<file path="src/rtl/cpu_pkg.sv">
// cpu_pkg: shared encodings for the CPU control sequencer.
// Holds the FSM state encoding, the decoded instruction class carried from
// DEC into the execute states, opcode/op field constants, branch condition
// codes and the mem_cmd / nsel / vsel / pc_sel output codes.
package cpu_pkg;

  typedef enum logic [4:0] {
    S_RST    = 5'd0,
    S_IF1    = 5'd1,
    S_IF2    = 5'd2,
    S_UPD    = 5'd3,
    S_DEC    = 5'd4,
    S_GETA   = 5'd5,
    S_GETB   = 5'd6,
    S_EXEC   = 5'd7,
    S_WB     = 5'd8,
    S_ADDR   = 5'd9,
    S_MEMRD  = 5'd10,
    S_LDWB   = 5'd11,
    S_STGET  = 5'd12,
    S_STPASS = 5'd13,
    S_MEMWR  = 5'd14,
    S_LINK   = 5'd15,
    S_BXGET  = 5'd16,
    S_BXPASS = 5'd17,
    S_BRANCH = 5'd18,
    S_HALT   = 5'd19
  } state_e;

  // Instruction class latched in DEC so that every later output depends
  // only on registered state.
  typedef enum logic [3:0] {
    K_NONE = 4'd0,
    K_ALU  = 4'd1,
    K_CMP  = 4'd2,
    K_MVN  = 4'd3,
    K_MOV  = 4'd4,
    K_MOVI = 4'd5,
    K_LDR  = 4'd6,
    K_STR  = 4'd7,
    K_B    = 4'd8,
    K_BL   = 4'd9,
    K_BX   = 4'd10,
    K_BLX  = 4'd11
  } kind_e;

  // opcode field instruction[15:13]
  localparam logic [2:0] OPC_B    = 3'b001;
  localparam logic [2:0] OPC_BL   = 3'b010;
  localparam logic [2:0] OPC_LDR  = 3'b011;
  localparam logic [2:0] OPC_STR  = 3'b100;
  localparam logic [2:0] OPC_ALU  = 3'b101;
  localparam logic [2:0] OPC_MOV  = 3'b110;
  localparam logic [2:0] OPC_HALT = 3'b111;

  // op field instruction[12:11]
  localparam logic [1:0] OP_MOV_IMM = 2'b00;
  localparam logic [1:0] OP_MOV_REG = 2'b10;
  localparam logic [1:0] OP_ALU_CMP = 2'b01;
  localparam logic [1:0] OP_ALU_MVN = 2'b11;
  localparam logic [1:0] OP_BL      = 2'b11;
  localparam logic [1:0] OP_BX      = 2'b00;
  localparam logic [1:0] OP_BLX     = 2'b10;

  // branch conditions instruction[10:8]
  localparam logic [2:0] COND_AL = 3'b000;
  localparam logic [2:0] COND_EQ = 3'b001;
  localparam logic [2:0] COND_NE = 3'b010;
  localparam logic [2:0] COND_LT = 3'b011;
  localparam logic [2:0] COND_LE = 3'b100;

  localparam logic [1:0] MEM_NONE = 2'b00;
  localparam logic [1:0] MEM_RD   = 2'b01;
  localparam logic [1:0] MEM_WR   = 2'b10;

  localparam logic [2:0] NSEL_RN = 3'b001;
  localparam logic [2:0] NSEL_RD = 3'b010;
  localparam logic [2:0] NSEL_RM = 3'b100;

  localparam logic [1:0] VSEL_C     = 2'b00;
  localparam logic [1:0] VSEL_PC    = 2'b01;
  localparam logic [1:0] VSEL_IMM   = 2'b10;
  localparam logic [1:0] VSEL_MDATA = 2'b11;

  localparam logic [1:0] PC_INC = 2'b00;
  localparam logic [1:0] PC_REL = 2'b01;
  localparam logic [1:0] PC_C   = 2'b10;

endpackage

</file>
<file path="src/rtl/cpu_sequencer_if.sv">
// cpu_sequencer_if: bundle between the control sequencer and the datapath.
// Inputs to the sequencer: instruction fields (opcode, op, cond) from the
// instruction register and the status flags Z/N/V.
// Outputs from the sequencer: register-file selects (nsel, vsel, write),
// datapath loads/selects, memory command/address select, PC/IR loads, halted.
// The master modport is the sequencer side; slave is the datapath side.
interface cpu_sequencer_if;
  logic [2:0] opcode;
  logic [1:0] op;
  logic [2:0] cond;
  logic       Z;
  logic       N;
  logic       V;

  logic [2:0] nsel;
  logic [1:0] vsel;
  logic       write;
  logic       loada;
  logic       loadb;
  logic       loadc;
  logic       loads;
  logic       asel;
  logic       bsel;
  logic [1:0] mem_cmd;
  logic       addr_sel;
  logic       load_addr;
  logic       load_ir;
  logic       load_pc;
  logic       reset_pc;
  logic [1:0] pc_sel;
  logic       halted;

  modport master (
    input  opcode, op, cond, Z, N, V,
    output nsel, vsel, write, loada, loadb, loadc, loads, asel, bsel,
           mem_cmd, addr_sel, load_addr, load_ir, load_pc, reset_pc,
           pc_sel, halted
  );

  modport slave (
    output opcode, op, cond, Z, N, V,
    input  nsel, vsel, write, loada, loadb, loadc, loads, asel, bsel,
           mem_cmd, addr_sel, load_addr, load_ir, load_pc, reset_pc,
           pc_sel, halted
  );
endinterface

</file>
<file path="src/rtl/branch_cond.sv">
// branch_cond: combinational branch condition evaluator.
// Ports: cond (3-bit condition code), Z/N/V status flags -> take.
// Unassigned condition codes never take.
module branch_cond
  import cpu_pkg::*;
(
  input  logic [2:0] cond,
  input  logic       Z,
  input  logic       N,
  input  logic       V,
  output logic       take
);
  always_comb begin
    take = 1'b0;
    case (cond)
      COND_AL: take = 1'b1;
      COND_EQ: take = Z;
      COND_NE: take = ~Z;
      COND_LT: take = N ^ V;
      COND_LE: take = (N ^ V) | Z;
      default: take = 1'b0;
    endcase
  end
endmodule

</file>
<file path="src/rtl/cpu_sequencer.sv">
// cpu_sequencer: Moore control FSM for a simple 16-bit CPU.
// Ports: clk, reset (synchronous, active-high), bus (cpu_sequencer_if.master:
// instruction fields and flags in, datapath/memory/PC controls out),
// state_dbg (current state, for observation).
// Parameters: MEM_WAIT extra wait cycles per memory access (0..15),
// EN_BRANCH enables opcodes 001/010 (otherwise they halt).
module cpu_sequencer
  import cpu_pkg::*;
#(
  parameter int MEM_WAIT  = 0,
  parameter int EN_BRANCH = 1
) (
  input  logic                   clk,
  input  logic                   reset,
  cpu_sequencer_if.master        bus,
  output state_e                 state_dbg
);
  localparam logic [3:0] WAIT_INIT = 4'(MEM_WAIT);

  state_e     state_q, state_d;
  kind_e      kind_q, kind_d;
  logic [3:0] wait_q, wait_d;
  logic       take;

  branch_cond u_cond (
    .cond (bus.cond),
    .Z    (bus.Z),
    .N    (bus.N),
    .V    (bus.V),
    .take (take)
  );

  always_ff @(posedge clk) begin
    state_q <= state_d;
    kind_q  <= kind_d;
    wait_q  <= wait_d;
  end

  assign state_dbg = state_q;

  // Next state. Memory states hold while the wait counter is non-zero.
  always_comb begin
    state_d = state_q;
    kind_d  = kind_q;
    wait_d  = wait_q;
    unique case (state_q)
      S_RST:  state_d = S_IF1;
      S_IF1:  if (wait_q != 4'd0) wait_d = wait_q - 4'd1; else state_d = S_IF2;
      S_IF2:  state_d = S_UPD;
      S_UPD:  state_d = S_DEC;
      S_DEC: begin
        state_d = S_HALT;
        kind_d  = K_NONE;
        case (bus.opcode)
          OPC_MOV: begin
            if (bus.op == OP_MOV_REG) begin
              kind_d = K_MOV; state_d = S_GETB;
            end else if (bus.op == OP_MOV_IMM) begin
              kind_d = K_MOVI; state_d = S_WB;
            end
          end
          OPC_ALU: begin
            if (bus.op == OP_ALU_MVN) begin
              kind_d = K_MVN; state_d = S_GETB;
            end else if (bus.op == OP_ALU_CMP) begin
              kind_d = K_CMP; state_d = S_GETA;
            end else begin
              kind_d = K_ALU; state_d = S_GETA;
            end
          end
          OPC_LDR: begin kind_d = K_LDR; state_d = S_GETA; end
          OPC_STR: begin kind_d = K_STR; state_d = S_GETA; end
          OPC_B: begin
            if (EN_BRANCH != 0) begin
              kind_d  = K_B;
              state_d = take ? S_BRANCH : S_IF1;
            end
          end
          OPC_BL: begin
            if (EN_BRANCH != 0) begin
              case (bus.op)
                OP_BL:   begin kind_d = K_BL;  state_d = S_LINK;  end
                OP_BX:   begin kind_d = K_BX;  state_d = S_BXGET; end
                OP_BLX:  begin kind_d = K_BLX; state_d = S_LINK;  end
                default: state_d = S_HALT;
              endcase
            end
          end
          default: state_d = S_HALT;
        endcase
      end
      S_GETA:   state_d = (kind_q == K_LDR || kind_q == K_STR) ? S_ADDR : S_GETB;
      S_GETB:   state_d = S_EXEC;
      S_EXEC:   state_d = (kind_q == K_CMP) ? S_IF1 : S_WB;
      S_WB:     state_d = S_IF1;
      S_ADDR:   state_d = (kind_q == K_LDR) ? S_MEMRD : S_STGET;
      S_MEMRD:  if (wait_q != 4'd0) wait_d = wait_q - 4'd1; else state_d = S_LDWB;
      S_LDWB:   state_d = S_IF1;
      S_STGET:  state_d = S_STPASS;
      S_STPASS: state_d = S_MEMWR;
      S_MEMWR:  if (wait_q != 4'd0) wait_d = wait_q - 4'd1; else state_d = S_IF1;
      S_LINK:   state_d = (kind_q == K_BL) ? S_BRANCH : S_BXGET;
      S_BXGET:  state_d = S_BXPASS;
      S_BXPASS: state_d = S_BRANCH;
      S_BRANCH: state_d = S_IF1;
      S_HALT:   state_d = S_HALT;
      default:  state_d = S_RST;
    endcase

    // Fresh wait budget on every entry into a memory-access state.
    if (state_d != state_q &&
        (state_d == S_IF1 || state_d == S_MEMRD || state_d == S_MEMWR))
      wait_d = WAIT_INIT;

    if (reset) begin
      state_d = S_RST;
      kind_d  = K_NONE;
      wait_d  = 4'd0;
    end
  end

  // Moore outputs from state_q and the latched instruction class.
  always_comb begin
    bus.nsel      = 3'b000;
    bus.vsel      = VSEL_C;
    bus.write     = 1'b0;
    bus.loada     = 1'b0;
    bus.loadb     = 1'b0;
    bus.loadc     = 1'b0;
    bus.loads     = 1'b0;
    bus.asel      = 1'b0;
    bus.bsel      = 1'b0;
    bus.mem_cmd   = MEM_NONE;
    bus.addr_sel  = 1'b0;
    bus.load_addr = 1'b0;
    bus.load_ir   = 1'b0;
    bus.load_pc   = 1'b0;
    bus.reset_pc  = 1'b0;
    bus.pc_sel    = PC_INC;
    bus.halted    = 1'b0;
    unique case (state_q)
      S_RST:  begin bus.reset_pc = 1'b1; bus.load_pc = 1'b1; end
      S_IF1:  begin bus.addr_sel = 1'b1; bus.mem_cmd = MEM_RD; end
      S_IF2:  begin bus.addr_sel = 1'b1; bus.mem_cmd = MEM_RD; bus.load_ir = 1'b1; end
      S_UPD:  begin bus.load_pc = 1'b1; bus.pc_sel = PC_INC; end
      S_DEC:  ;
      S_GETA: begin bus.nsel = NSEL_RN; bus.loada = 1'b1; end
      S_GETB: begin bus.nsel = NSEL_RM; bus.loadb = 1'b1; end
      S_EXEC: begin
        if (kind_q == K_CMP) begin
          bus.loads = 1'b1;
        end else begin
          bus.loadc = 1'b1;
          bus.asel  = (kind_q == K_MOV || kind_q == K_MVN);
        end
      end
      S_WB: begin
        bus.write = 1'b1;
        if (kind_q == K_MOVI) begin
          bus.nsel = NSEL_RN; bus.vsel = VSEL_IMM;
        end else begin
          bus.nsel = NSEL_RD; bus.vsel = VSEL_C;
        end
      end
      S_ADDR: begin
        bus.bsel = 1'b1; bus.loadc = 1'b1; bus.load_addr = 1'b1; bus.addr_sel = 1'b0;
      end
      S_MEMRD: begin bus.mem_cmd = MEM_RD; bus.addr_sel = 1'b0; end
      S_LDWB: begin
        bus.nsel = NSEL_RD; bus.vsel = VSEL_MDATA; bus.write = 1'b1; bus.mem_cmd = MEM_RD;
      end
      S_STGET:  begin bus.nsel = NSEL_RD; bus.loadb = 1'b1; end
      S_STPASS: begin bus.asel = 1'b1; bus.loadc = 1'b1; end
      S_MEMWR:  begin bus.mem_cmd = MEM_WR; bus.addr_sel = 1'b0; end
      S_LINK:   begin bus.nsel = NSEL_RN; bus.vsel = VSEL_PC; bus.write = 1'b1; end
      S_BXGET:  begin bus.nsel = NSEL_RD; bus.loadb = 1'b1; end
      S_BXPASS: begin bus.asel = 1'b1; bus.loadc = 1'b1; end
      // BRANCH doubles as the PC-load cycle of BX/BLX, taking the target from C.
      S_BRANCH: begin
        bus.load_pc = 1'b1;
        bus.pc_sel  = (kind_q == K_BX || kind_q == K_BLX) ? PC_C : PC_REL;
      end
      S_HALT:   bus.halted = 1'b1;
      default:  ;
    endcase
  end
endmodule

</file>
<file path="src/flat_wrapper.sv">
// flat-port wrapper written by rule: the top's interface ports become plain ports
module cpu_sequencer_flat import cpu_pkg::*;
#(
  parameter int MEM_WAIT  = 0,
  parameter int EN_BRANCH = 1
)
  (clk, reset, state_dbg, bus_opcode, bus_op, bus_cond, bus_Z, bus_N, bus_V, bus_nsel, bus_vsel, bus_write, bus_loada, bus_loadb, bus_loadc, bus_loads, bus_asel, bus_bsel, bus_mem_cmd, bus_addr_sel, bus_load_addr, bus_load_ir, bus_load_pc, bus_reset_pc, bus_pc_sel, bus_halted);
  cpu_sequencer_if bus_i ();
  input  logic clk;
  input  logic reset;
  output state_e state_dbg;
  input wire logic [$bits(bus_i.opcode)-1:0] bus_opcode;
  input wire logic [$bits(bus_i.op)-1:0] bus_op;
  input wire logic [$bits(bus_i.cond)-1:0] bus_cond;
  input wire logic [$bits(bus_i.Z)-1:0] bus_Z;
  input wire logic [$bits(bus_i.N)-1:0] bus_N;
  input wire logic [$bits(bus_i.V)-1:0] bus_V;
  output wire logic [$bits(bus_i.nsel)-1:0] bus_nsel;
  output wire logic [$bits(bus_i.vsel)-1:0] bus_vsel;
  output wire logic [$bits(bus_i.write)-1:0] bus_write;
  output wire logic [$bits(bus_i.loada)-1:0] bus_loada;
  output wire logic [$bits(bus_i.loadb)-1:0] bus_loadb;
  output wire logic [$bits(bus_i.loadc)-1:0] bus_loadc;
  output wire logic [$bits(bus_i.loads)-1:0] bus_loads;
  output wire logic [$bits(bus_i.asel)-1:0] bus_asel;
  output wire logic [$bits(bus_i.bsel)-1:0] bus_bsel;
  output wire logic [$bits(bus_i.mem_cmd)-1:0] bus_mem_cmd;
  output wire logic [$bits(bus_i.addr_sel)-1:0] bus_addr_sel;
  output wire logic [$bits(bus_i.load_addr)-1:0] bus_load_addr;
  output wire logic [$bits(bus_i.load_ir)-1:0] bus_load_ir;
  output wire logic [$bits(bus_i.load_pc)-1:0] bus_load_pc;
  output wire logic [$bits(bus_i.reset_pc)-1:0] bus_reset_pc;
  output wire logic [$bits(bus_i.pc_sel)-1:0] bus_pc_sel;
  output wire logic [$bits(bus_i.halted)-1:0] bus_halted;
  assign bus_i.opcode = bus_opcode;
  assign bus_i.op = bus_op;
  assign bus_i.cond = bus_cond;
  assign bus_i.Z = bus_Z;
  assign bus_i.N = bus_N;
  assign bus_i.V = bus_V;
  assign bus_nsel = bus_i.nsel;
  assign bus_vsel = bus_i.vsel;
  assign bus_write = bus_i.write;
  assign bus_loada = bus_i.loada;
  assign bus_loadb = bus_i.loadb;
  assign bus_loadc = bus_i.loadc;
  assign bus_loads = bus_i.loads;
  assign bus_asel = bus_i.asel;
  assign bus_bsel = bus_i.bsel;
  assign bus_mem_cmd = bus_i.mem_cmd;
  assign bus_addr_sel = bus_i.addr_sel;
  assign bus_load_addr = bus_i.load_addr;
  assign bus_load_ir = bus_i.load_ir;
  assign bus_load_pc = bus_i.load_pc;
  assign bus_reset_pc = bus_i.reset_pc;
  assign bus_pc_sel = bus_i.pc_sel;
  assign bus_halted = bus_i.halted;
  cpu_sequencer #(.MEM_WAIT(MEM_WAIT), .EN_BRANCH(EN_BRANCH)) u_core (.clk(clk), .reset(reset), .bus(bus_i), .state_dbg(state_dbg));
endmodule
</file>
<file path="config.mk">
export PLATFORM = sky130hd
export DESIGN_NAME = cpu_sequencer_flat
export DESIGN_NICKNAME = d
export VERILOG_FILES = /design/src/rtl/cpu_pkg.sv /design/src/rtl/cpu_sequencer_if.sv /design/src/rtl/branch_cond.sv /design/src/rtl/cpu_sequencer.sv /design/src/flat_wrapper.sv
export SDC_FILE = /design/constraint.sdc
export NUM_CORES = 1
export LEC_CHECK = 0
export BUFFER_PORTS_ARGS = -buffer_cell sky130_fd_sc_hd__buf_2
export CORE_MARGIN = 3
export CORE_UTILIZATION = 50
export DETAILED_ROUTE_END_ITERATION = 12
export PLACE_DENSITY = 0.76
export SLEW_MARGIN = 20
export SYNTH_ARGS = -nofsm -noshare
export SYNTH_HDL_FRONTEND = slang
export SYNTH_SLANG_ARGS = --single-unit
</file>
<file path="constraint.sdc">
create_clock -name clk -period 5.85 [get_ports clk]
set_input_delay 0.2925 -clock clk [delete_from_list [all_inputs] [get_ports clk]]
set_output_delay 0.2925 -clock clk [all_outputs]
set_load 0.005 [all_outputs]
</file>
* Yosys cells after proc, flatten, opt, wreduce, memory -nomap -nowiden
Cells that the tools add are included.
Cells by class: $add $sub $neg 1, equality and inequality tests 45, mux-type cells 43, bitwise operators 3, reductions and logical operators 25
Operators with widths (number):
- case mux 5 bit (17 select lines) | 1
- equality test 5 x 4 -> 1 bit (second input constant) | 10
- two-way mux 5 bit | 6
- case mux 5 bit (5 select lines) | 1
- case mux 4 bit (6 select lines) | 1
- equality test 5 x 3 -> 1 bit (second input constant) | 4
- equality test 5 bit (second input constant) | 4
- OR reduction 3 bit | 6
- equality test 4 x 3 -> 1 bit (second input constant) | 4
- two-way mux 4 bit | 4
- two-way mux 2 bit | 7
- two-way mux 1 bit | 13
- equality test 3 x 2 -> 1 bit (second input constant) | 4
- equality test 3 bit (second input constant) | 4
- equality test 4 bit (second input constant) | 3
- case mux 3 bit (4 select lines) | 1
- case mux 4 bit (3 select lines) | 1
- OR reduction 2 bit | 6
- equality test 5 x 1 -> 1 bit (second input constant) | 2
- equality test 5 x 2 -> 1 bit (second input constant) | 2
- case mux 5 bit (2 select lines) | 1
- equality test 4 x 2 -> 1 bit (second input constant) | 2
- OR reduction 4 bit | 2
- equality test 3 x 1 -> 1 bit (second input constant) | 2
- 19 further kinds | 26
Word-level totals: register bits after elaboration 13, input bits 13, output and inout bits 27, word-level logic and storage cells 120

* Depth between registers and ports, before layout
Gate-level depths: netlist of run 1.
word-level depth 11, depth in mapped cells 10, gate-level depth less buffers 9

* Modules after synthesis
From an unflattened synthesis of run 1, not the netlist that was laid out.
Unflattened totals: cell total of the unflattened synthesis 231, area, all modules 1609.0 um^2
Modules (own cells, without submodules):
- cpu_sequencer | times used 1, cells an instance 225, area each 1554.0 um^2, seq. area each 260.2 um^2
- branch_cond | times used 1, cells an instance 6, area each 55.1 um^2, seq. area each 0.0 um^2

* Worst setup path after synthesis of run 1
Ideal clock, no wire load.
path type register to register, start point register u_core.wait_q[0], end point register u_core.wait_q[0], library setup time 0.137 ns, arrival time 2.140 ns, required time 5.713 ns, slack 3.573 ns, stages on the path, launching flop included 10, path buffers 0, clock period less this slack 2.277 ns, cells stage by stage dfxtp_1 > inv_1 > ha_1 > nor3b_2 > nor4_1 > a21o_1 > or4_4 > nor3_4 > mux2i_1 > a211oi_1
On the way: longest elaborated chain between the ends 8, elaborated cells on any way between the ends 15, classes of those cells 1 x add/sub; 4 x eq/ne; 4 x mux; 6 x reduce/logical
Ends and longest elaborated chain:
- from (decl) | line cpu_sequencer.sv:22 | logic [3:0] wait_q, wait_d;
- from (signal assigned) | line cpu_sequencer.sv:36 | wait_q <= wait_d;
- nonzero test 4 bit | line cpu_sequencer.sv:48, cpu_sequencer.sv:97, cpu_sequencer.sv:101
- two-way mux 5 bit (on tied branches) | line cpu_sequencer.sv:101, cpu_sequencer.sv:48, cpu_sequencer.sv:97
- case mux 5 bit (17 select lines) | line cpu_sequencer.sv:46 | unique case (state_q)
- equality test 5 x 1 -> 1 bit / equality test 5 x 4 -> 1 bit (equally long branches) | line cpu_sequencer.sv:112 | (state_d == S_IF1 || state_d == S_MEMRD || state_d == S_MEMWR))
- logical OR 1 bit (2 in series) | line cpu_sequencer.sv:112
- logical AND 1 bit | line cpu_sequencer.sv:111 | if (state_d != state_q &&
- OR reduction 2 bit (no line)
Several ways; a longest one is shown, not always the timed one. A chain may end at the register's enable or synchronous reset.

* Worst setup path in the final report of run 1
start point register u_core.state_q[1], in the netlist u_core.state_dbg[1], end point register u_core.wait_q[2]
On the way: longest elaborated chain between the ends 8, elaborated cells on any way between the ends 35, classes of those cells 23 x eq/ne; 4 x mux; 8 x reduce/logical
Ends and longest elaborated chain:
- from (decl) | line cpu_sequencer.sv:20 | state_e state_q, state_d;
- from (signal assigned) | line cpu_sequencer.sv:34 | state_q <= state_d;
- equality test 5 x 4 -> 1 bit (tied with other cells) | line cpu_sequencer.sv:46
- OR reduction 4 bit (no line)
- case mux 5 bit (17 select lines) | line cpu_sequencer.sv:46
- equality test 5 x 1 -> 1 bit / equality test 5 x 4 -> 1 bit (equally long branches) | line cpu_sequencer.sv:112
- logical OR 1 bit (2 in series) | line cpu_sequencer.sv:112
- logical AND 1 bit | line cpu_sequencer.sv:111
- OR reduction 2 bit (no line)
Several ways; a longest one is shown, not always the timed one.

==> impl_summary.txt, run 1 <==
----------------------------------------------------
[Yosys]
  Adder and majority cell fraction of the synthesized area ... 0.792%
  Synth warn ... 0
  Post-synthesis compound-gate area fraction ... 28.1%
  Fraction of the mapped netlist area in simple logic gates ... 42.7%
  Synth Net Count ... 246
  Number of distinct library cells after synthesis ... 60
  Share of synthesized area occupied by flip-flops and latches ... 16.5%
  Fraction of synthesized cell area taken by the top area cell type ... 16.5%
  Main combinational cell family by area after synthesis ... simple AND/OR/NAND/NOR gates
  Area leader, netlist ... sky130_fd_sc_hd__dfxtp_1
  Synth top area cells ... sky130_fd_sc_hd__dfxtp_1 16%, sky130_fd_sc_hd__nor2_1 8.6%, sky130_fd_sc_hd__a21oi_1 6.0%, sky130_fd_sc_hd__nor3_1 5.1%, sky130_fd_sc_hd__nor2b_1 4.8%
  EDFF count, synth ... 0
  Mean post-synth cell area ... 6.81 sq um
  Synth Register Bits ... 13
  Main synth FF type ... sky130_fd_sc_hd__dfxtp_1
  Post-synthesis instance area ... 1580 sq um
  Fraction of registers with async set/reset ... 0%
  Fraction of synthesized area in multiplexers ... 1.35%
  Gate Count Post-Synth ... 232
  Synth Area in XOR/XNOR ... 2.77%

[Die]
  Die Ht ... 62.2 um
  Placement Rows ... 19
  Std-Cell Core Area ... 2880 sq um
  Width of the chip ... 62.2 um
  Number of I/O pins ... 40
  Starting density of the core ... 54.9%
  Area enclosed by the die boundary ... 3870 sq um

[STA]
  Layout Skew ... 0.0120 ns
  Final Hold Fails ... 0
  Pin slew with the least headroom to its limit ... 0.872 ns
  Final-report setup violation count ... 0
  Hold Worst Slack ... 0.349 ns
  Post-route clock period utilization ... 48.2%
  Final worst slack ... 3.03 ns
  Setup TNS after final layout ... 0 ns
  RSZ-0062 raised after global routing ... no
  Max-slew violation total from the final report ... 0
  Max-Slew Margin vs Limit ... 41.8%
  Final critical path time including I/O delays and setup ... 2.82 ns
  Highest attainable clock frequency ... 354 MHz

[Clock tree]
  CTS H-Tree Depth ... 1
  Clock Tree Root ... sky130_fd_sc_hd__clkbuf_4
  Hold bufs inserted after CTS ... 0
  TritonCTS clock tree ... done
  Number of clock buffers inserted by TritonCTS ... 3
  Clock tree buffer depth ... 2
  Clock Latency Late Sink ... 0.28 ns
  Buffer count from post-CTS setup fixing ... 0
  Clock-pin transition on the worst setup and hold timing paths ... 0.09 ns
  Cells resized by post-CTS repair ... 0
  Num Clock Sinks ... 13

[Power]
  Sequential share of power ... 34.1%
  Ratio of total power to cell area ... 228 nW/um^2
  Combinational power share ... 51.6%
  Proportion of power drawn by the clock network ... 14.3%
  Leakage ... 0.691 nW
  Internal power ... 0.214 mW
  Switching component of the power ... 0.187 mW
  Switching fraction of total power ... 46.6%
  Max IR drop VDD ... 187 uV

[Setup path]
  Critical path launch point type ... flip-flop
  Largest fanout on the critical path ... 27
  Slowest stage cell on the critical path ... sky130_fd_sc_hd__dfxtp_1
  Cells on worst reg2reg path ... 7
  Critical path depth in cells ... 7
  Top delay family on crit path ... simple AND/OR/NAND/NOR gates
  Critical Path AT ... 2.96 ns
  Max incr delay on CP ... 0.90 ns
  Cells along the critical path ... nor2b_1 -> a31oi_1 -> nor3_1 -> or4_4 -> nor3_4 -> mux2i_1 -> a211oi_1
  Critical Path End Type ... flip-flop
  Required @ worst endpoint ... 5.99 ns
  CP Buf/Inv Count ... 0
  Type of the setup path with the least slack ... flip-flop to flip-flop

[Detailed routing]
  Post-detailed-route count of antenna-violating nets ... 0
  Vias after detailed routing ... 1,762
  Average vias per placed instance ... 5.91
  Routed wire per std cell ... 14.1 um
  Length of the first detailed-routing pass in iterations ... 4
  DRC Markers ... 0
  DRC violation total after the first TritonRoute iteration ... 136
  Drt total wl ... 4.20 mm

[Worst hold path]
  Worst min path class ... input port to flip-flop
  Count of cells along the worst hold path ... 2

[Final layout]
  Layout cell share with drive strength beyond 1 ... 20.7%
  Number of diodes ... 0
  Leading cell types in the layout, fill and taps excluded ... 39 x sky130_fd_sc_hd__buf_2, 36 x sky130_fd_sc_hd__nor2_1, 19 x sky130_fd_sc_hd__a21oi_1
  NumNets Final ... 271
  Final cell area excluding filler cells ... 1760 sq um
  Most common cell after layout, fill and taps aside ... sky130_fd_sc_hd__buf_2
  Synth-to-Final Area Change ... 11.4%
  Final non-filler cell total ... 298

[Placed design]
  Number of cells after detailed placement ... 294
  HPWL Detailed ... 3.12 mm
  Total placed instance area ... 1730 sq um
  I/O Buffers ... 39
  Setup WS pre-CTS ... 3.07 ns
  Routability Congestion ... 0.946

[Global route]
  Antenna violations before repair ... 0
  Global-route wire length before repair ... 6.99 mm
  GRT Util Overall ... 21.3%
  Largest net degree at the start of global routing ... 28
  GR Overflow Total ... 0
  Vias in the first global route ... 1,499

[Flow run]
  Maximum capacitance violations ... 0

[Status]
  Run status ... finished, final reports clean

----------------------------------------------------
==> power by group through the flow <==
stage	Combinational, mW	Sequential, mW	Clock (mW)
3_3_place_gp	0.204	0.137	0
4_1_cts	0.205	0.135	0.0581
2_1_floorplan	0.176	0.110	0
5_1_grt	0.230	0.142	0.0628
3_5_place_dp	0.204	0.137	0
6_report	0.207	0.137	0.0574
==> layout make-up <==
| cell class | count | area (sq um) |
|---|---|---|
| clock buffers | 4 | 26.3 |
| fillers | 291 | 1120 |
| inverters | 8 | 30.0 |
| multi-input cells | 192 | 1200 |
| flip-flops and latches | 13 | 260 |
| well taps | 42 | 52.6 |
| repair buffers | 39 | 195 |
==> logic make-up after synthesis <==
kind of cell,count (synthesis)
xor gates and xnor gates,5
buffers and inverters,27
DFF,13
and+or+nand+nor,122
adders and majority gates,1
muxes,2
AOI/OAI and AO/OA,62
==> layer usage <==
layer | wire length, um | up-vias | track usage [%] | share of wire, %
met5 | 0 | - | 0 | 0
met4 | 67 | 0 | 6.63 | 1.6
met3 | 335 | 10 | 3.96 | 8.0
met2 | 1900 | 64 | 33.1 | 45
met1 | 1890 | 800 | 29.9 | 45
li1 | - | 888 | - | -
==> synthesized netlist by cell type, drive strengths merged (2+ instances only) <==
cell     count
a211oi       6
a21o         2
a21oi       19
a221oi       2
a2bb2oi      2
a31oi        6
and2         2
and3         2
and3b        2
buf          9
clkbuf      10
dfxtp       13
inv          8
nand2       11
nand2b      10
nand3        6
nand3b       3
nand4        3
nor2        36
nor2b       12
nor3        17
nor3b        4
nor4         3
o211ai       2
o21a         2
o21ai        5
o22ai        2
o32a         2
o32ai        2
or2          3
or3          3
or3b         2
xnor2        2
xor2         3
==> stage by stage <==
| stage | utilization, % | power, mW |
|---|---|---|
| after CTS | 61.2 | 0.398 |
| after global placement | 60.3 | 0.341 |
| final | 61.2 | 0.401 |
| after global routing | 61.2 | 0.434 |
| after detailed placement | 60.3 | 0.341 |
| after floorplan | - | 0.286 |
==> final timing paths <==
path	slack, ns	to	start
worst max-delay path	3.03	u_core.wait_q[2]$_SDFFE_PP0P_	u_core.state_dbg[1]$_SDFF_PP0_
worst min-delay path	0.35	u_core.kind_q[3]$_SDFFE_PP0P_	reset
worst max register to register	3.03	u_core.wait_q[2]$_SDFFE_PP0P_	u_core.state_dbg[1]$_SDFF_PP0_
worst min register to register	0.56	u_core.kind_q[3]$_SDFFE_PP0P_	u_core.kind_q[3]$_SDFFE_PP0P_
==> sequential cells by signal (all words and copies together), names as in the netlist <==
register / flops
u_core.wait_q: 4
u_core.kind_q: 4
u_core.state_dbg: 5
==> worst register-to-register path, delay by kind of cell (launching register included) <==
kind / cells / cell delay (ns)
multiplexers: 1 / 0.36
AND/OR/NAND/NOR: 4 / 1.06
AO/OA/AOI/OAI: 2 / 0.38
flip-flops: 1 / 0.90
Note: power is estimated with default switching activity, not from simulation.
==> run 2, diff against run 1 <==
Clock period 5.85 ns to 2.9 ns, I/O delays scaled along.
==> run 2 against run 1 <==
Against the previous run:
- die area did not move
- total power is 110% higher
- clock power up 93%
- critical endpoint unchanged
==> impl_summary.txt, run 2 (same netlist as run 1, synthesis figures left out) <==
----------------------------------------------------
[Flow run]
  Maximum capacitance violations ... 0

[Setup path]
  Type of the setup path with the least slack ... flip-flop to flip-flop
  Critical path launch point type ... flip-flop
  Cells on worst reg2reg path ... 9
  Required @ worst endpoint ... 3.04 ns
  Worst flop-to-flop path startpoint ... u_core.wait_q[0]$_SDFFE_PP0P_
  Critical Path AT ... 2.77 ns
  Largest fanout on the critical path ... 6
  Setup slack, reg-to-reg ... 0.26 ns
  Critical Path End Type ... flip-flop
  Critical register-to-register path endpoint ... u_core.wait_q[2]$_SDFFE_PP0P_

[Final layout]
  Area of the multi-input gates ... 1200 sq um
  Leading cell types in the layout, fill and taps excluded ... 39 x sky130_fd_sc_hd__buf_2, 36 x sky130_fd_sc_hd__nor2_1, 19 x sky130_fd_sc_hd__a21oi_1
  Number of diodes ... 0
  Largest register FFs ... 5
  Layout cell share with drive strength beyond 1 ... 23.1%
  Storage element area ... 260 sq um
  Filler Cell Count ... 273
  NumNets Final ... 279
  Synth-to-Final Area Change ... 15.2%
  Most common cell after layout, fill and taps aside ... sky130_fd_sc_hd__buf_2

[STA]
  Max-Slew Margin vs Limit ... 62.9%
  Pin slew with the least headroom to its limit ... 0.552 ns
  Final critical path time including I/O delays and setup ... 2.64 ns
  RSZ-0062 raised after global routing ... no
  Post-route clock period utilization ... 90.9%
  Layout Skew ... 0.00802 ns
  Highest attainable clock frequency ... 379 MHz
  Setup TNS after final layout ... 0 ns
  Final-report setup violation count ... 0
  Final Hold Fails ... 0
  Max-slew violation total from the final report ... 0

[Die]
  Starting density of the core ... 54.9%
  Die Ht ... 62.2 um
  Number of I/O pins ... 40
  Width of the chip ... 62.2 um
  Placement Rows ... 19
  Std-Cell Core Area ... 2880 sq um
  Area enclosed by the die boundary ... 3870 sq um

[Clock tree]
  CTS H-Tree Depth ... 1
  Number of clock buffers inserted by TritonCTS ... 3
  Clock Latency Late Sink ... 0.27 ns
  Num Clock Sinks ... 13
  Buffer count from post-CTS setup fixing ... 0
  Cells resized by post-CTS repair ... 0
  Clock Tree Root ... sky130_fd_sc_hd__clkbuf_4
  TritonCTS clock tree ... done
  Hold bufs inserted after CTS ... 0
  Clock tree buffer depth ... 2
  Clock-pin transition on the worst setup and hold timing paths ... 0.08 ns

[Global route]
  GR Overflow Total ... 0
  Vias in the first global route ... 1,594
  GRT Util Overall ... 22.1%
  Global-route wire length before repair ... 7.26 mm
  Layer carrying the most global-route usage ... met2
  Fraction of met3 tracks used by global routing ... 2.34%
  Global-route met2 utilization ... 36.2%
  Antenna violations before repair ... 0
  Fraction of met1 tracks used by global routing ... 30.9%
  Largest net degree at the start of global routing ... 18

[Detailed routing]
  Drt total wl ... 4.40 mm
  Length of the first detailed-routing pass in iterations ... 4
  DRC violation total after the first TritonRoute iteration ... 184
  Post-detailed-route count of antenna-violating nets ... 0
  Routed wire per std cell ... 14.4 um
  Vias after detailed routing ... 1,788
  Average vias per placed instance ... 5.84
  DRC Markers ... 0

[Worst hold path]
  Worst Hold Path EP ... u_core.kind_q[3]$_SDFFE_PP0P_
  Worst min path class ... input port to flip-flop
  Startpoint of the worst hold path ... reset
  Count of cells along the worst hold path ... 2

[Power]
  Combinational power share ... 58.9%
  Switching component of the power ... 0.384 mW
  Max IR drop VDD ... 414 uV
  Internal power ... 0.459 mW
  Sequential share of power ... 27.9%
  Switching fraction of total power ... 45.6%
  Design Power ... 0.844 mW
  Ratio of total power to cell area ... 463 nW/um^2
  Leakage ... 0.731 nW
  Proportion of power drawn by the clock network ... 13.2%

[Status]
  Run status ... finished, final reports clean

[Placed design]
  Routability Congestion ... 0.980
  HPWL Detailed ... 3.41 mm
  I/O Buffers ... 39

----------------------------------------------------
==> run 2: cell type report <==
type	count	area share [%]
clock buffer	4	1.44
timing repair buffer	47	14.0
sequential	13	14.3
multi-input combinational	192	65.7
tap	42	2.89
inverter	8	1.65
==> run 2: routing by layer <==
layer	up-vias	part of all wire [%]
met5	-	0
met2	53	46
met3	10	5.5
li1	908	-
met1	817	47
met4	0	1.3
==> run 2: critical path: stages, from the launching register on <==
cell and delay (ns):
sky130_fd_sc_hd__dfxtp_1 0.33, sky130_fd_sc_hd__inv_1 0.06, sky130_fd_sc_hd__ha_1 0.15, sky130_fd_sc_hd__nor3b_2 0.40, sky130_fd_sc_hd__nor4_1 0.09, sky130_fd_sc_hd__a21o_1 0.19
sky130_fd_sc_hd__or4_4 0.55, sky130_fd_sc_hd__nor3_4 0.19, sky130_fd_sc_hd__mux2i_1 0.40, sky130_fd_sc_hd__a211oi_1 0.14
==> run 2: power groups by stage <==
stage | combinational (mW) | sequential, mW | clock [mW]
floorplan | 0.355 | 0.222 | 0
global placement | 0.488 | 0.238 | 0
detailed placement | 0.488 | 0.239 | 0
CTS | 0.491 | 0.234 | 0.112
global route | 0.549 | 0.241 | 0.121
finish | 0.497 | 0.236 | 0.111
==> run 2: worst max path at each step <==
stage / start / endpoint / slack (ns) / cells after the start
final: u_core.wait_q[0]$_SDFFE_PP0P_ / u_core.wait_q[2]$_SDFFE_PP0P_ / 0.26 / 9
after floorplan: u_core.wait_q[0]$_SDFFE_PP0P_ / u_core.wait_q[0]$_SDFFE_PP0P_ / 0.62 / 9
after global routing: u_core.wait_q[0]$_SDFFE_PP0P_ / u_core.wait_q[2]$_SDFFE_PP0P_ / 0.09 / 9
after global placement: u_core.wait_q[0]$_SDFFE_PP0P_ / u_core.wait_q[0]$_SDFFE_PP0P_ / 0.36 / 9
after CTS: u_core.wait_q[0]$_SDFFE_PP0P_ / u_core.wait_q[2]$_SDFFE_PP0P_ / 0.27 / 9
after detailed placement: u_core.wait_q[0]$_SDFFE_PP0P_ / u_core.wait_q[2]$_SDFFE_PP0P_ / 0.29 / 9
==> run 2: through the flow <==
step                      hold slack, ns  setup slack, ns  util [%]  cells  instance area (sq um)
after floorplan                    0.293            0.623         -    232                   1580
after global placement             0.470            0.361      62.4    302                   1790
after detailed placement           0.475            0.289      62.4    302                   1790
after CTS                          0.190            0.270      63.3    306                   1820
after global routing               0.201           0.0939      63.3    306                   1820
final                              0.189            0.265      63.3    306                   1820
==> run 3, diff against run 2 <==
==> constraint.sdc (replaced) <==
create_clock -name clk -period 2.9 [get_ports clk]
set_input_delay 0.58 -clock clk [delete_from_list [all_inputs] [get_ports clk]]
set_output_delay 0.58 -clock clk [all_outputs]
set_load 0.005 [all_outputs]
==> run 3 against run 2 <==
Against the previous run:
- count of clock-buffer cells in the layout unchanged
- critical path depth fell by 2
- fmax grew 0.49%
- clock skew shrank 0.0056 ns
- critical endpoint is now bus_mem_cmd[0]
- register-to-register slack better by 0.03 ns
- highest routed layer unchanged
==> impl_summary.txt, run 3 (same netlist as run 1, synthesis figures left out) <==
----------------------------------------------------
[Global route]
  Largest net degree at the start of global routing ... 19
  GRT Util Overall ... 23.3%
  GR Overflow Total ... 0
  Antenna violations before repair ... 0
  Vias in the first global route ... 1,665
  Global-route wire length before repair ... 7.61 mm

[Placed design]
  I/O Buffers ... 39
  Routability Congestion ... 0.956
  HPWL Detailed ... 3.38 mm
  Total placed instance area ... 1810 sq um

[Detailed routing]
  Length of the first detailed-routing pass in iterations ... 4
  DRC Markers ... 0
  Routed wire per std cell ... 14.3 um
  Average vias per placed instance ... 5.92
  Post-detailed-route count of antenna-violating nets ... 0
  Vias after detailed routing ... 1,823
  Drt total wl ... 4.41 mm
  DRC violation total after the first TritonRoute iteration ... 211

[STA]
  RSZ-0062 raised after global routing ... no
  Pin slew with the least headroom to its limit ... 0.669 ns
  Final Hold Fails ... 0
  Post-route clock period utilization ... 90.4%
  Final-report setup violation count ... 0
  Setup TNS after final layout ... 0 ns
  Highest attainable clock frequency ... 381 MHz
  Layout Skew ... 0.00239 ns
  Final critical path time including I/O delays and setup ... 2.62 ns
  Max-slew violation total from the final report ... 0
  Max-Slew Margin vs Limit ... 55.0%
  Hold Worst Slack ... 0.591 ns

[Final layout]
  Most common cell after layout, fill and taps aside ... sky130_fd_sc_hd__buf_2
  Largest register FFs ... 5
  Util after Layout ... 63.8%
  Final cell area excluding filler cells ... 1840 sq um
  Synth-to-Final Area Change ... 16.2%
  Layout cell share with drive strength beyond 1 ... 23.7%
  Leading cell types in the layout, fill and taps excluded ... 39 x sky130_fd_sc_hd__buf_2, 36 x sky130_fd_sc_hd__nor2_1, 19 x sky130_fd_sc_hd__a21oi_1
  Filler Cell Count ... 272
  NumNets Final ... 281
  Number of diodes ... 0

[Die]
  Placement Rows ... 19
  Width of the chip ... 62.2 um
  Std-Cell Core Area ... 2880 sq um
  Starting density of the core ... 54.9%
  Number of I/O pins ... 40
  Area enclosed by the die boundary ... 3870 sq um
  Die Ht ... 62.2 um

[Power]
  Leakage ... 0.742 nW
  Max IR drop VDD ... 321 uV
  Ratio of total power to cell area ... 461 nW/um^2
  Design Power ... 0.847 mW

[Clock tree]
  Buffer count from post-CTS setup fixing ... 0
  Clock tree buffer depth ... 2
  Clock-pin transition on the worst setup and hold timing paths ... 0.08 ns
  CTS H-Tree Depth ... 1
  Clock Tree Root ... sky130_fd_sc_hd__clkbuf_4
  Number of clock buffers inserted by TritonCTS ... 3
  Num Clock Sinks ... 13
  Hold bufs inserted after CTS ... 0
  Clock Latency Late Sink ... 0.27 ns
  TritonCTS clock tree ... done
  Cells resized by post-CTS repair ... 0

[Setup path]
  Critical path depth in cells ... 7
  Worst flop-to-flop path startpoint ... u_core.wait_q[0]$_SDFFE_PP0P_
  Critical register-to-register path endpoint ... u_core.wait_q[0]$_SDFFE_PP0P_
  Required @ worst endpoint ... 2.32 ns
  Critical Path AT ... 2.04 ns
  Slowest stage cell on the critical path ... sky130_fd_sc_hd__dfxtp_1
  Cells on worst reg2reg path ... 10
  Critical path launch point type ... flip-flop
  Max incr delay on CP ... 0.66 ns
  Critical Path End Type ... output pin
  Type of the setup path with the least slack ... flip-flop to output pin
  Top delay family on crit path ... flip-flops
  Top cell by count, worst path ... sky130_fd_sc_hd__buf_4
  Cells along the critical path ... buf_4 -> nor2b_1 -> buf_4 -> nor2_1 -> nor3_1 -> nand2b_1 -> buf_2
  Setup slack, reg-to-reg ... 0.29 ns
  Critical path capture point ... bus_mem_cmd[0]
  Largest fanout on the critical path ... 15
  CP Buf/Inv Count ... 3
  Launch point of the critical path ... u_core.state_dbg[1]$_SDFF_PP0_

[Flow run]
  Maximum capacitance violations ... 0

[Status]
  Run status ... finished, final reports clean

[Worst hold path]
  Worst min path class ... flip-flop to flip-flop

----------------------------------------------------
[run 3: cell types whose count changed in the layout (fill, tap and decap cells not counted), sizes merged]
cell	previous run	this run
buf	47	49
[run 3: power by group]
| group | switching, mW | internal (mW) | total (mW) |
|---|---|---|---|
| combinational | 0.280 | 0.214 | 0.494 |
| clock | 0.0575 | 0.0534 | 0.111 |
| sequential | 0.0470 | 0.195 | 0.242 |
| total | 0.385 | 0.462 | 0.847 |
[run 3: worst min path at each step]
stage	from	to	slack (ns)	cells after the start
final	u_core.kind_q[0]$_SDFFE_PP0P_	u_core.kind_q[0]$_SDFFE_PP0P_	0.59	2
after global routing	reset	u_core.state_dbg[1]$_SDFF_PP0_	0.64	2
after CTS	u_core.kind_q[0]$_SDFFE_PP0P_	u_core.kind_q[0]$_SDFFE_PP0P_	0.58	2
after detailed placement	u_core.kind_q[0]$_SDFFE_PP0P_	u_core.kind_q[0]$_SDFFE_PP0P_	0.57	2
after global placement	u_core.kind_q[3]$_SDFFE_PP0P_	u_core.kind_q[3]$_SDFFE_PP0P_	0.57	2
after floorplan	u_core.kind_q[3]$_SDFFE_PP0P_	u_core.kind_q[3]$_SDFFE_PP0P_	0.50	2
[run 3: per-layer routing]
layer / routed length, um / track usage [%]
met4: 45 / 7.46
met2: 2160 / 39.1
met1: 1890 / 31.1
met5: 0 / 0
met3: 316 / 2.52
[run 3: area by class of cell]
type	instances	area [sq um]	share of cell area (%)
clock buffer	4	26.3	1.43
inverter	8	30.0	1.64
multi-input combinational	192	1200	65.2
sequential	13	260	14.2
tap	42	52.6	2.86
timing repair buffer	49	270	14.7
[run 3: worst reg2reg max path, cell delays in order (launching register included)]
cell and delay (ns):
sky130_fd_sc_hd__dfxtp_1 0.39, sky130_fd_sc_hd__inv_1 0.07, sky130_fd_sc_hd__ha_1 0.22, sky130_fd_sc_hd__nor3b_2 0.17, sky130_fd_sc_hd__buf_4 0.15, sky130_fd_sc_hd__a31oi_1 0.16, sky130_fd_sc_hd__nor3_1 0.06, sky130_fd_sc_hd__or4_4 0.52
sky130_fd_sc_hd__nor3_4 0.22, sky130_fd_sc_hd__mux2i_1 0.39, sky130_fd_sc_hd__a211oi_1 0.13
[run 3: per-stage QoR]
step / setup slack (ns) / instances
final: 0.278 / 308
after global routing: 0.0844 / 308
after CTS: 0.305 / 308
after detailed placement: 0.209 / 304
after global placement: 0.262 / 304
after floorplan: 0.623 / 232
